File: src/rtl/munoc_apb_to_axi_master_bridge_pkg.sv
// munoc_apb_to_axi_master_bridge_pkg: AXI field widths, burst encoding and bridge FSM states
package munoc_apb_to_axi_master_bridge_pkg;
  localparam int BW_AXI_ALEN = 8;
  localparam int BW_AXI_ASIZE = 3;
  localparam int BW_AXI_ABURST = 2;
  localparam int BW_AXI_BRESP = 2;
  localparam int BW_AXI_RRESP = 2;
  localparam logic [BW_AXI_ABURST-1:0] AXI_BURST_INCR = 2'b01;
  typedef enum logic [2:0] {ST_IDLE, ST_WREQ, ST_WRESP, ST_RREQ, ST_RRESP, ST_DONE} state_t;
  function automatic logic [BW_AXI_ASIZE-1:0] axi_size(input int bw_data);
    return BW_AXI_ASIZE'($clog2(bw_data / 8));
  endfunction
endpackage

File: src/rtl/munoc_apb_to_axi_master_bridge.sv
// munoc_apb_to_axi_master_bridge: APB3 completer issuing one single-beat AXI4 transaction per transfer
module munoc_apb_to_axi_master_bridge
  import munoc_apb_to_axi_master_bridge_pkg::*;
#(
  parameter int BW_ADDR = 32,
  parameter int BW_DATA = 32,
  parameter int BW_AXI_TID = 4,
  parameter int AXI_TID = 0
) (
  input  logic                     clk,
  input  logic                     rstnn,
  input  logic                     comm_disable,
  input  logic [BW_ADDR-1:0]       mpaddr,
  input  logic                     mpwrite,
  input  logic                     mpsel,
  input  logic                     mpenable,
  input  logic [BW_DATA-1:0]       mpwdata,
  output logic [BW_DATA-1:0]       mprdata,
  output logic                     mpready,
  output logic                     mpslverr,
  output logic [BW_AXI_TID-1:0]    mxawid,
  output logic [BW_ADDR-1:0]       mxawaddr,
  output logic [BW_AXI_ALEN-1:0]   mxawlen,
  output logic [BW_AXI_ASIZE-1:0]  mxawsize,
  output logic [BW_AXI_ABURST-1:0] mxawburst,
  output logic                     mxawvalid,
  input  logic                     mxawready,
  output logic [BW_DATA-1:0]       mxwdata,
  output logic [BW_DATA/8-1:0]     mxwstrb,
  output logic                     mxwlast,
  output logic                     mxwvalid,
  input  logic                     mxwready,
  input  logic [BW_AXI_TID-1:0]    mxbid,
  input  logic [BW_AXI_BRESP-1:0]  mxbresp,
  input  logic                     mxbvalid,
  output logic                     mxbready,
  output logic [BW_AXI_TID-1:0]    mxarid,
  output logic [BW_ADDR-1:0]       mxaraddr,
  output logic [BW_AXI_ALEN-1:0]   mxarlen,
  output logic [BW_AXI_ASIZE-1:0]  mxarsize,
  output logic [BW_AXI_ABURST-1:0] mxarburst,
  output logic                     mxarvalid,
  input  logic                     mxarready,
  input  logic [BW_AXI_TID-1:0]    mxrid,
  input  logic [BW_DATA-1:0]       mxrdata,
  input  logic [BW_AXI_RRESP-1:0]  mxrresp,
  input  logic                     mxrlast,
  input  logic                     mxrvalid,
  output logic                     mxrready
);
  state_t state, state_nx;
  logic [BW_ADDR-1:0] addr;
  logic [BW_DATA-1:0] wdata;
  logic err, aw_done, w_done, aw_hs, w_hs;
  logic unused;
  assign unused = ^{mxbid, mxrid, mxrlast, mxbresp[0], mxrresp[0]};
  assign aw_hs = mxawvalid & mxawready;
  assign w_hs = mxwvalid & mxwready;
  always_comb begin
    state_nx = state;
    case (state)
      ST_IDLE:  if (mpsel) state_nx = comm_disable ? ST_DONE : mpwrite ? ST_WREQ : ST_RREQ;
      ST_WREQ:  if ((aw_done | aw_hs) & (w_done | w_hs)) state_nx = ST_WRESP;
      ST_WRESP: if (mxbvalid) state_nx = ST_DONE;
      ST_RREQ:  if (mxarready) state_nx = ST_RRESP;
      ST_RRESP: if (mxrvalid) state_nx = ST_DONE;
      ST_DONE:  if (mpready | ~mpsel) state_nx = ST_IDLE;
      default:  state_nx = ST_IDLE;
    endcase
  end
  always_ff @(posedge clk or negedge rstnn)
    if (!rstnn) state <= ST_IDLE;
    else state <= state_nx;
  // AW and W complete independently; the done flags keep each valid low after its own handshake
  always_ff @(posedge clk or negedge rstnn)
    if (!rstnn) begin
      addr <= '0;
      wdata <= '0;
      err <= 1'b0;
      aw_done <= 1'b0;
      w_done <= 1'b0;
      mprdata <= '0;
    end else begin
      if (state == ST_IDLE && mpsel) begin
        addr <= mpaddr;
        wdata <= mpwdata;
        err <= comm_disable;
        aw_done <= 1'b0;
        w_done <= 1'b0;
        if (comm_disable) mprdata <= '0;
      end
      if (aw_hs) aw_done <= 1'b1;
      if (w_hs) w_done <= 1'b1;
      if (state == ST_WRESP && mxbvalid) err <= mxbresp[1];
      if (state == ST_RRESP && mxrvalid) begin
        mprdata <= mxrdata;
        err <= mxrresp[1];
      end
    end
  assign mpready = (state == ST_DONE) & mpsel & mpenable;
  assign mpslverr = mpready & err;
  assign mxawid = BW_AXI_TID'(AXI_TID);
  assign mxawaddr = addr;
  assign mxawlen = '0;
  assign mxawsize = axi_size(BW_DATA);
  assign mxawburst = AXI_BURST_INCR;
  assign mxawvalid = (state == ST_WREQ) & ~aw_done;
  assign mxwdata = wdata;
  assign mxwstrb = '1;
  assign mxwlast = 1'b1;
  assign mxwvalid = (state == ST_WREQ) & ~w_done;
  assign mxbready = state == ST_WRESP;
  assign mxarid = BW_AXI_TID'(AXI_TID);
  assign mxaraddr = addr;
  assign mxarlen = '0;
  assign mxarsize = axi_size(BW_DATA);
  assign mxarburst = AXI_BURST_INCR;
  assign mxarvalid = state == ST_RREQ;
  assign mxrready = state == ST_RRESP;
endmodule

File: config.mk
export PLATFORM = sky130hd
export DESIGN_NAME = munoc_apb_to_axi_master_bridge
export DESIGN_NICKNAME = d
export VERILOG_FILES = /design/src/rtl/munoc_apb_to_axi_master_bridge_pkg.sv /design/src/rtl/munoc_apb_to_axi_master_bridge.sv
export SDC_FILE = /design/constraint.sdc
export NUM_CORES = 1
export LEC_CHECK = 0
export BUFFER_PORTS_ARGS = -buffer_cell sky130_fd_sc_hd__clkbuf_2
export CAP_MARGIN = 10
export CELL_PAD_IN_SITES_DETAIL_PLACEMENT = 0
export CELL_PAD_IN_SITES_GLOBAL_PLACEMENT = 1
export CORE_MARGIN = 1
export CORE_UTILIZATION = 34
export CTS_CLUSTER_SIZE = 30
export DETAILED_ROUTE_END_ITERATION = 8
export PLACE_DENSITY = 0.89
export SYNTH_ARGS = -nofsm -noshare
export SYNTH_HDL_FRONTEND = slang
export SYNTH_SLANG_ARGS = --single-unit
File: constraint.sdc
create_clock -name clk -period 3.2 [get_ports clk]
set_input_delay 0.16 -clock clk [delete_from_list [all_inputs] [get_ports clk]]
set_output_delay 0.16 -clock clk [all_outputs]
set_load 0.01 [all_outputs]
**Word-level counts from Yosys, hierarchy flattened**

Cells that the tools add are included.

- Bits in registers: 102
- Latch bits: 0
- Memory bits (writable): 0
- Memory bits (read-only): 0
- Input port bits: 120
- Output and inout port bits: 174
- Logic and storage cells: 61
- Memories: 0

- $add $sub $neg: 0
- Multiply operators: 0
- Div/mod/pow operators: 0
- Order comparisons: 0
- Equal/unequal tests: 11
- Shift-type cells: 0
- Mux-type cells: 18
- Bitwise logic cells: 14
- Reductions and logical operators: 11

Operators with widths:

| operator | count |
|---|---|
| $mux W32 | 3 |
| $mux W3 | 7 |
| $pmux W3 S6 | 1 |
| $ne A2 B2 Y1 const B | 5 |
| $and A1 B1 Y1 | 8 |
| $reduce_bool A2 Y1 | 4 |
| $eq A3 B2 Y1 const B | 2 |
| $eq A3 B3 Y1 const B | 2 |
| $mux W1 | 6 |
| $reduce_and A6 Y1 | 1 |
| $eq A3 B1 Y1 const B | 1 |
| $logic_and A1 B1 Y1 | 3 |
| $logic_not A3 Y1 | 1 |
| $not A1 Y1 | 3 |
| $or A1 B1 Y1 | 3 |
| $reduce_bool A3 Y1 | 1 |
| $mux W2 | 1 |
| $ne A2 B1 Y1 const B | 1 |
| $reduce_and A2 Y1 | 1 |

**Depth between registers and ports, before layout**

Gate-level depths: netlist (run 1).

- Word-level depth: 7
- Depth in mapped cells: 5
- Mapped depth without buffers: 3

**Least setup slack after synthesis (run 1)**

OpenSTA, ideal clock, no wires.

- Path kind: register -> register
- Start point: register state[1]
- End point: register addr[24], in the netlist mxaraddr[24]
- Setup time: 0.125 ns
- Data arrival time: 1.477 ns
- Data required time: 3.075 ns
- Path slack: 1.598 ns
- Stages on the path, launching flop included: 5
- Path buffers: 2
- Clock period less this slack: 1.602 ns
- Path through: dfrtp_1 > clkbuf_1 > nor3_4 > buf_6 > mux2_2

- Cells in the longest elaborated chain, start to end: 2

Ends and longest elaborated chain:

| what | RTL line | RTL |
|---|---|---|
| from (decl) | munoc_apb_to_axi_master_bridge.sv:51 | `state_t state, state_nx;` |
| from (signal assigned) | munoc_apb_to_axi_master_bridge.sv:73 | `else state <= state_nx;` |
| $logic_not A3 Y1 | munoc_apb_to_axi_master_bridge.sv:84 | `if (state == ST_IDLE && mpsel) begin` |
| $logic_and A1 B1 Y1 | munoc_apb_to_axi_master_bridge.sv:84 |  |
| to (signal assigned) | munoc_apb_to_axi_master_bridge.sv:85 | `addr <= mpaddr;` |
| to (decl) | munoc_apb_to_axi_master_bridge.sv:52 | `logic [BW_ADDR-1:0] addr;` |

Every way passes these cells.
A chain may end at the register's enable or synchronous reset.

**Worst setup path after layout (run 1)**

- Start point: register state[2]
- End point: register addr[0], in the netlist mxaraddr[0]

The elaborated chain is that of the path after synthesis.

==> flow_metrics.py, run 1 <==
metrics = {
    "run_status": {
        "status": "finished, violations left",
        "violations": "negative hold slack",
    },
    "cells_and_area": {
        "multi_input_area_mm2": 0.001483,
        "nets": 660,
        "mostFrequentLayoutCells": "242 x clkbuf_2, 102 x dfrtp_1, 59 x mux2_2, 39 x conb_1, 34 x a22o_1",
        "final_common_cell": "clkbuf_2",
        "fillers": 1224,
        "drive_above_1_share_pct": 59.63,
        "regArea_mm2": 0.002552,
        "antennaDiodeCount": 0,
        "syn2layout_area_growth_pct": 28.74,
    },
    "clocking": {
        "ctsHoldBuffers": 0,
        "clock-sinks": 102,
        "clk_pin_slew_ns": 0.07,
        "cts_setup_buffers": 0,
        "htreeDepth": 3,
        "cts_root_buf": "clkbuf_16",
        "insertion_delay_ns": 0.34,
        "tritoncts": "yes",
        "cts_buffer_depth": 2,
        "cts_resized": 0,
        "cts_buffers": 9,
    },
    "critical_path": {
        "path_class": "reg2reg",
        "critPathRequiredTime_ns": 3.42,
        "startpoint_type": "flop",
        "crit_path_max_fanout": 61,
        "end_kind": "flop",
        "arrival_ns": 2.21,
    },
    "timing": {
        "skew_ns": 0.006336,
        "fin_hold_ws_ns": -0.01690,
        "hold_viol_final": 15,
        "fin_setup_tns_ns": 0,
        "fmax_ghz": 0.5029,
        "slew_violations": 0,
        "setup_ws_ns": 1.212,
        "worst_pin_slew_ns": 1.007,
        "setup_viol": 0,
        "fin_crit_ns": 1.988,
        "grt_setup_unrepaired": "no",
        "relSlewSlack_pct": 32.89,
        "timing.final.crit_share_pct": 62.14,
    },
    "yosys": {
        "synth_ff_type": "dfrtp_1",
        "yosys.cell_types.count": 36,
        "synth-seq-area-share_pct": 56.21,
        "avgSynthCellArea_um2": 13.55,
        "syn_inst": 335,
        "synth.area.top_cells": "dfrtp_1 56%, mux2_2 15%, buf_4 12%",
        "synth-edff-count": 0,
        "yosysTopAreaCell": "dfrtp_1",
        "syn_area_mm2": 0.004541,
        "synthArstFlopShare_pct": 100.0,
        "ys_ff_latch": 102,
        "yosys_warnings": 0,
        "synth.top_cell.area_share_pct": 56.21,
    },
    "floorplan": {
        "num_rows": 41,
        "fp.dieH_um": 117.6,
        "coreArea_mm2": 0.01282,
        "dieWidth_um": 117.6,
        "start_util_pct": 35.40,
        "dieArea_mm2": 0.01382,
        "pin_count": 294,
    },
    "detailed_routing": {
        "finalWirelength_um": 10110,
        "drtAntennaViolNets": 0,
        "viasPerCell": 4.409,
        "wire_per_inst_um": 14.10,
        "vias": 3161,
        "remaining_drc_errors": 0,
        "drt_iter0_markers": 87,
        "drt_pass1_iterations": 4,
    },
    "grt": {
        "grt-ovfl-total": 0,
        "grt_max_degree": 81,
        "grt.total_usage_pct": 14.87,
        "antenna_found_initial": 0,
        "grt_pass1_wl_um": 16010,
        "grt_pass1_vias": 3108,
    },
    "power_and_ir_drop": {
        "peakVddDrop_uv": 399.5,
        "leakage_uw": 0.003067,
        "power_density_mw_per_mm2": 1028,
    },
    "placement": {
        "io_buffers": 243,
        "place_ws_ns": 1.196,
        "dp_hpwl_um": 7591,
        "gp_congestion": 0.7922,
    },
    "worst_hold_path": {
        "hold_path_class": "in2async",
    },
    "flow_run": {
        "maxCapViolations": 0,
    },
}
-- state kept, by name, indices dropped and copies added (netlist names) --
signal / count
state: 3
mprdata: 32
mxaraddr: 32
w_done: 1
aw_done: 1
mxwdata: 32
err: 1
-- cell type report --
cell class | instances | share of cell area, %
multi-input combinational | 179 | 25.36
inverter | 2 | 0.1284
timing repair buffer | 246 | 21.45
sequential | 102 | 43.66
tap | 172 | 3.681
clock inverter | 5 | 1.391
clock buffer | 11 | 4.324
-- logic make-up (layout without fill, tap and decap cells) --
group | count (synthesis) | count (layout) | synth area share, %
AO/OA/AOI/OAI | 47 | 47 | 8.680
buffers and inverters | 91 | 264 | 14.52
flip-flops | 102 | 102 | 56.21
multiplexers | 66 | 66 | 16.31
other | 2 | 39 | 0.1654
AND/OR/NAND/NOR | 27 | 27 | 4.106
-- where the power goes --
group	switching (uW)	internal, uW	leakage, uW
sequential	479	1920	0.00125
clock	467	728	0.000162
combinational	1170	1240	0.00166
total	2120	3890	0.00307
-- Yosys cell counts, drive strengths merged, types with 3 or more instances --
cell type and number:
nor3 4, clkbuf 7, buf 82, a21oi 3, nand2b 3, mux2 64, dfrtp 102, a22o 34
nor2 4
-- critical path, stage by stage (launching register included) --
cell and delay [ns]:
dfrtp_1 0.54, nand2b_4 0.24, nor3_4 0.30, buf_12 0.33
mux2_2 0.39
-- routing by layer --
metal  GRT usage, %  vias up  wire length [um]
met5              0        -                 0
met4          7.212        0               191
met3          3.682       11               786
met2          25.18      185              4968
met1          17.63     1482              4162
li1               -     1483                 -
-- final timing paths --
kind / to / from / cells after the start / slack [ns]
max: mxaraddr[0]$_DFFE_PN0P_ / state[2]$_DFFE_PN0P_ / 4 / 1.21
min: mprdata[24]$_DFFE_PN0P_ / rstnn / 1 / -0.02
max reg2reg: mxaraddr[0]$_DFFE_PN0P_ / state[2]$_DFFE_PN0P_ / 4 / 1.21
min reg2reg: mxwdata[27]$_DFFE_PN0P_ / mxwdata[27]$_DFFE_PN0P_ / 1 / 0.49
max in group asynchronous: mxaraddr[27]$_DFFE_PN0P_ / rstnn / 2 / 2.34
min in group clk: mxaraddr[31]$_DFFE_PN0P_ / mpaddr[31] / 2 / 0.02
-- metrics by stage --
stage,area (um2),std cells,total power [uW],hold WS [ns],utilization (%)
after floorplan,4679,372,4064,-0.1356,-
after global placement,5512,701,4805,0.3740,42.98
after detailed placement,5512,701,4884,0.3816,42.98
after CTS,5846,717,6109,0.01298,45.58
after global routing,5846,717,6391,0.01219,45.58
final,5846,717,6009,-0.01690,45.58
(Power assumes the default switching activity.)
==> inputs of run 2 (changes only) <==
- ABC_AREA: default -> 1
- CORE_UTILIZATION: 34 -> 30
- PLACE_DENSITY: 0.89 -> 0.84
- clock period: 3.2 -> 1.91 ns (I/O delays scaled with it)
==> run 2 against run 1 <==
Against the previous run:
- the flow now finishes without violations
- setup slack got worse by 0.92 ns
- critical path type is now reg2out
- routed wire length increased by 30%
- die area increased by 17%
- clock skew about the same
- sequential share of layout area decreased by 7.4 points
- synthesized area increased by 3.9%
==> flow_metrics.py, run 2 <==
metrics = {
    "run_status": {
        "status": "finished, final reports clean",
    },
    "power_and_ir_drop": {
        "leakage_uw": 0.004116,
        "power_switching_uw": 3964,
        "switching_share_pct": 40.73,
        "peakVddDrop_uv": 574.9,
        "p_seq_share_pct": 38.4,
        "power_density_mw_per_mm2": 1383,
        "comb_power_share_pct": 43.0,
        "p_total_uw": 9730,
        "p_clk_share_pct": 18.6,
        "internal-power_uw": 5767,
    },
    "placement": {
        "dpl_cell_area_mm2": 0.005749,
        "gp_congestion": 0.7192,
        "io_buffers": 243,
        "dp_hpwl_um": 8725,
        "place_ws_ns": 0.3254,
    },
    "grt": {
        "grt-ovfl-total": 0,
        "grt.total_usage_pct": 16.60,
        "grt_pass1_wl_um": 21100,
        "grt_pass1_vias": 4318,
        "antenna_found_initial": 0,
        "grt_max_degree": 53,
    },
    "critical_path": {
        "crit_path_max_fanout": 7,
        "end_kind": "output pin",
        "startpoint_type": "flop",
        "path_class": "reg2out",
        "reg2reg_from": "state[0]$_DFFE_PN0P_",
        "worstSetupStartpoint": "state[2]$_DFFE_PN0P_",
        "arrival_ns": 1.52,
        "critPathRequiredTime_ns": 1.81,
    },
    "cells_and_area": {
        "syn2layout_area_growth_pct": 49.12,
        "antennaDiodeCount": 0,
        "drive_above_1_share_pct": 32.11,
        "nets": 987,
        "mostFrequentLayoutCells": "281 x nand2_1, 242 x clkbuf_2, 102 x dfrtp_1, 99 x dlygate4sd3_1",
        "final_common_cell": "nand2_1",
        "fillers": 1483,
        "design_area_mm2": 0.007034,
    },
    "timing": {
        "timing.final.crit_share_pct": 84.75,
        "setup_ws_ns": 0.2913,
        "fin_crit_ns": 1.619,
        "slew_violations": 0,
        "worst_pin_slew_ns": 0.5747,
        "fin_hold_ws_ns": 0.05418,
        "grt_setup_unrepaired": "no",
        "setup_viol": 0,
        "skew_ns": 0.006601,
        "relSlewSlack_pct": 61.63,
        "fin_setup_tns_ns": 0,
        "hold_viol_final": 0,
        "fmax_ghz": 0.6178,
    },
    "yosys": {
        "yosys_warnings": 0,
        "synth.top_cell.area_share_pct": 54.11,
        "ys_ff_latch": 102,
        "avgSynthCellArea_um2": 8.408,
        "synth-seq-area-share_pct": 54.11,
        "synth_ff_type": "dfrtp_1",
        "synth-edff-count": 0,
        "yosysMostFrequentCell": "nand2_1",
        "synth.area.top_cells": "dfrtp_1 54%, nand2_1 22%, buf_4 11%",
        "yosys.cell_types.count": 21,
        "synthArstFlopShare_pct": 100.0,
        "yosysTopAreaCell": "dfrtp_1",
        "syn_area_mm2": 0.004717,
        "syn_inst": 561,
        "ys_top_cells_by_count": "282 x nand2_1, 102 x dfrtp_1, 72 x buf_4, 39 x nand3_1, 14 x inv_1",
    },
    "floorplan": {
        "dieArea_mm2": 0.01623,
        "num_rows": 45,
        "coreArea_mm2": 0.01526,
        "fp.dieH_um": 127.4,
        "pin_count": 294,
        "dieWidth_um": 127.4,
        "start_util_pct": 30.91,
    },
    "detailed_routing": {
        "drt_pass1_iterations": 4,
        "finalWirelength_um": 13180,
        "remaining_drc_errors": 0,
        "drt_iter0_markers": 159,
        "vias": 4394,
        "viasPerCell": 4.057,
        "drtAntennaViolNets": 0,
        "wire_per_inst_um": 12.17,
    },
    "clocking": {
        "htreeDepth": 3,
        "cts_setup_buffers": 0,
        "cts_buffers": 9,
        "tritoncts": "yes",
        "cts_root_buf": "clkbuf_16",
        "cts_buffer_depth": 2,
        "insertion_delay_ns": 0.35,
        "clk_pin_slew_ns": 0.07,
        "clock-sinks": 102,
    },
    "flow_run": {
        "maxCapViolations": 0,
    },
    "worst_hold_path": {
        "min_from": "mxbresp[1]",
        "hold_path_class": "in2reg",
    },
}
## run 2: changes by cell type in the layout (fill, tap and decap cells not counted), sizes merged, moves of 7 or more
cell	change
nand2	+282
dlygate4sd3	+99
mux2	-64
nand3	+38
a22o	-34
inv	+18
nor2	+10
buf	+7
## run 2: layout make-up
| cell class | instances | area [um2] | share of cell area, % |
|---|---|---|---|
| Inverter | 18 | 67.56 | 0.9605 |
| Multi-Input combinational cell | 384 | 1534 | 21.81 |
| Clock inverter | 6 | 55.05 | 0.7826 |
| Timing Repair Buffer | 352 | 2322 | 33.01 |
| Clock buffer | 10 | 239.0 | 3.397 |
| Tap cell | 211 | 264.0 | 3.753 |
| Sequential cell | 102 | 2552 | 36.29 |
## run 2: kinds of logic after synthesis
logic type / Yosys count / synth area share (%)
buffers and inverters: 112 / 16.37
AND/OR/NAND/NOR: 342 / 28.99
flip-flops: 102 / 54.11
AO/OA/AOI/OAI: 3 / 0.3712
other: 2 / 0.1592
## run 2: timing repair
action	in CTS	in global routing
gates resized for setup	0	0
endpoints found under the setup margin	0	0
hold endpoints to repair	130	0
hold buffers	99	0
## run 2: power by group through the flow
| stage | combinational (uW) | sequential [uW] | clock (uW) |
|---|---|---|---|
| floorplan | 2370 | 4120 | 0 |
| global placement | 4020 | 3740 | 0 |
| detailed placement | 4070 | 3760 | 0 |
| CTS | 4240 | 3730 | 1880 |
| global route | 4720 | 3860 | 1970 |
| finish | 4180 | 3740 | 1810 |
## run 2: through the flow
stage          utilization [%]  instances
2_1_floorplan                -        598
3_3_place_gp             37.68        968
3_5_place_dp             37.68        968
4_1_cts                  46.10       1083
5_1_grt                  46.10       1083
6_report                 46.10       1083
## run 2: routing by layer
layer | global-route usage [%] | up-vias | share of wire (%)
li1 | - | 2211 | -
met1 | 18.66 | 1990 | 41
met2 | 30.02 | 181 | 50
met3 | 4.523 | 12 | 7.7
met4 | 5.952 | 0 | 1.3
met5 | 0 | - | 0
## run 2: critical path, stage by stage, from the launching register on
cell      delay (ns)
dfrtp_1         0.49
inv_2           0.11
nand3_1         0.11
buf_4           0.17
nor2_1          0.13
clkbuf_2        0.17
## run 2: worst paths after layout
kind	endpoint	cells past startpoint	slack, ns
max	mxawvalid	5	0.29
min	err$_DFFE_PN0P_	5	0.05
max reg2reg	err$_DFFE_PN0P_	8	0.35
min reg2reg	mxwdata[19]$_DFFE_PN0P_	2	0.48
max in group asynchronous	mxwdata[10]$_DFFE_PN0P_	3	0.96
min in group asynchronous	mprdata[23]$_DFFE_PN0P_	2	0.24
==> inputs of run 3 (changes only) <==
- ABC_AREA: 1 -> 0
- CORE_UTILIZATION: 30 -> 31
- PLACE_DENSITY: 0.84 -> 0.82
- clock period: 1.91 -> 1.63 ns (I/O delays scaled with it)
==> run 3 against run 2 <==
Against the previous run:
- worst hold slack got worse by 0.028 ns
- final area fell by 0.34%
- global-route usage shrank 1.5 points
- sequential share of layout area is 0.16 points higher
- setup slack got worse by 0.25 ns
- power is 26% higher
- highest routed layer unchanged
==> flow_metrics.py, run 3 (synthesized netlist as in run 1, its figures left out) <==
metrics = {
    "critical_path": {
        "r2r_slack_ns": 0.04,
        "end_kind": "flop",
        "arrival_ns": 1.81,
        "r2r_cells": 5,
        "critPathSlowestCell": "dfrtp_2",
        "crit_buf_inv": 3,
        "path_class": "reg2reg",
        "critPathMaxStageDelay_ns": 0.40,
        "regToRegEndpoint": "mxaraddr[18]$_DFFE_PN0P_",
        "reg2reg_from": "state[1]$_DFFE_PN0P_",
        "critPathRequiredTime_ns": 1.86,
        "startpoint_type": "flop",
        "cp_cell_sequence": "buf_4 > nor3_4 > buf_6 > buf_12 > mux2_2",
        "crit_path_max_fanout": 24,
        "path_delay_family": "buffers and inverters",
    },
    "clocking": {
        "clock-sinks": 102,
        "cts_buffers": 9,
        "insertion_delay_ns": 0.34,
        "cts_buffer_depth": 2,
        "tritoncts": "yes",
        "htreeDepth": 3,
        "clk_pin_slew_ns": 0.07,
        "cts_root_buf": "clkbuf_16",
    },
    "worst_hold_path": {
        "hold_path_class": "in2reg",
        "min_from": "mpaddr[8]",
        "worstHoldPathCells": 2,
        "hold-path-endpoint": "mxaraddr[8]$_DFFE_PN0P_",
    },
    "cells_and_area": {
        "nets": 772,
        "utilization_pct": 49.73,
        "mostFrequentLayoutCells": "242 x clkbuf_2, 100 x dfrtp_1, 98 x dlygate4sd3_1, 59 x mux2_2, 39 x conb_1",
        "fin_cells": 837,
        "drive_above_1_share_pct": 52.36,
        "antennaDiodeCount": 0,
        "syn2layout_area_growth_pct": 54.40,
        "final_common_cell": "clkbuf_2",
    },
    "grt": {
        "use_met2_pct": 28.27,
        "grt_util_met3_pct": 3.506,
        "grt_pass1_wl_um": 17470,
        "grt.total_usage_pct": 15.07,
        "met1_usage_pct": 16.67,
        "busiest_layer": "met2",
        "antenna_found_initial": 0,
        "grt_max_degree": 53,
        "grt-ovfl-total": 0,
        "grt_pass1_vias": 3619,
    },
    "timing": {
        "skew_ns": 0.01188,
        "grt_setup_unrepaired": "yes",
        "fmax_ghz": 0.6302,
        "slew_violations": 0,
        "hold_viol_final": 0,
        "timing.final.crit_share_pct": 97.35,
        "fin_crit_ns": 1.587,
        "setup_ws_ns": 0.04324,
        "setup_viol": 0,
    },
    "floorplan": {
        "dieWidth_um": 123.0,
        "coreArea_mm2": 0.01410,
        "num_rows": 43,
        "dieArea_mm2": 0.01514,
        "fp.dieH_um": 123.0,
        "start_util_pct": 32.21,
        "pin_count": 294,
    },
    "detailed_routing": {
        "viasPerCell": 4.393,
        "remaining_drc_errors": 0,
        "drt_iter0_markers": 104,
        "vias": 3677,
        "wire_per_inst_um": 14.48,
        "drt_pass1_iterations": 6,
        "finalWirelength_um": 12120,
        "drtAntennaViolNets": 0,
    },
    "power_and_ir_drop": {
        "leakage_uw": 0.003561,
        "power_density_mw_per_mm2": 1755,
        "peakVddDrop_uv": 659.8,
    },
    "placement": {
        "gp_congestion": 0.7526,
        "io_buffers": 243,
        "dp.cells": 719,
        "dp_hpwl_um": 8021,
        "place_ws_ns": 0.05992,
    },
    "flow_run": {
        "maxCapViolations": 0,
    },
    "run_status": {
        "status": "finished, final reports clean",
    },
}
==> run 3: changes by cell type in the layout (fill, tap and decap cells not counted), sizes merged, moves of 6 or more <==
| cell | before | now |
|---|---|---|
| inv | 20 | 4 |
| nand2 | 284 | 2 |
| buf | 11 | 17 |
| a22o | 0 | 34 |
| nand3 | 39 | 1 |
| nor2 | 14 | 4 |
| mux2 | 0 | 64 |
==> run 3: metrics by stage <==
step,total power (uW),hold slack (ns),cell area (um2),setup TNS (ns)
6_report,12310,0.02630,7010,0
2_1_floorplan,7977,-0.2141,4679,0
3_5_place_dp,9723,0.06435,5622,0
4_1_cts,12280,0.01589,6925,0
5_1_grt,13190,0.008780,7010,-0.05509
3_3_place_gp,9560,0.06088,5622,0
==> run 3: timing repair <==
action                     in CTS  in global routing
setup endpoints to repair       4                 67
cloned                          0                  2
hold buffers                   97                  1
buffers inserted                1                  1
hold endpoints to repair      129                  1
pin swaps                       1                  0
resized for setup               2                  7
==> run 3: report_power, final <==
part,total (uW),switching [uW],internal [uW]
Sequential,4570,799,3770
Clock,2300,942,1360
Combinational,5440,2620,2810
==> run 3: per-layer routing <==
metal	vias up	routed length, um	share of wire (%)
met4	0	161	1.3
li1	1709	-	-
met5	-	0	0
met3	13	795	6.6
met2	182	6543	54
met1	1773	4621	38
==> run 3: how the worst max path moves through the flow <==
| stage | startpoint | to | slack [ns] | cells past startpoint |
|---|---|---|---|---|
| after floorplan | state[1]$_DFFE_PN0P_ | mxaraddr[24]$_DFFE_PN0P_ | 0.03 | 4 |
| after global placement | state[2]$_DFFE_PN0P_ | mxaraddr[18]$_DFFE_PN0P_ | 0.09 | 4 |
| after detailed placement | state[2]$_DFFE_PN0P_ | mxaraddr[18]$_DFFE_PN0P_ | 0.06 | 4 |
| after CTS | state[1]$_DFFE_PN0P_ | mpslverr | 0.005 | 5 |
| after global routing | state[1]$_DFFE_PN0P_ | mxaraddr[3]$_DFFE_PN0P_ | -0.01 | 5 |
| final | state[1]$_DFFE_PN0P_ | mxaraddr[18]$_DFFE_PN0P_ | 0.04 | 5 |
==> run 3: layout make-up <==
type,count,area (um2)
fillers,1235,7086
flip-flops and latches,102,2555
repair buffers,358,2394
multi-input cells,179,1508
clock buffers,10,229.0
well taps,180,225.2
clock inverters,6,92.59
inverters,2,7.507
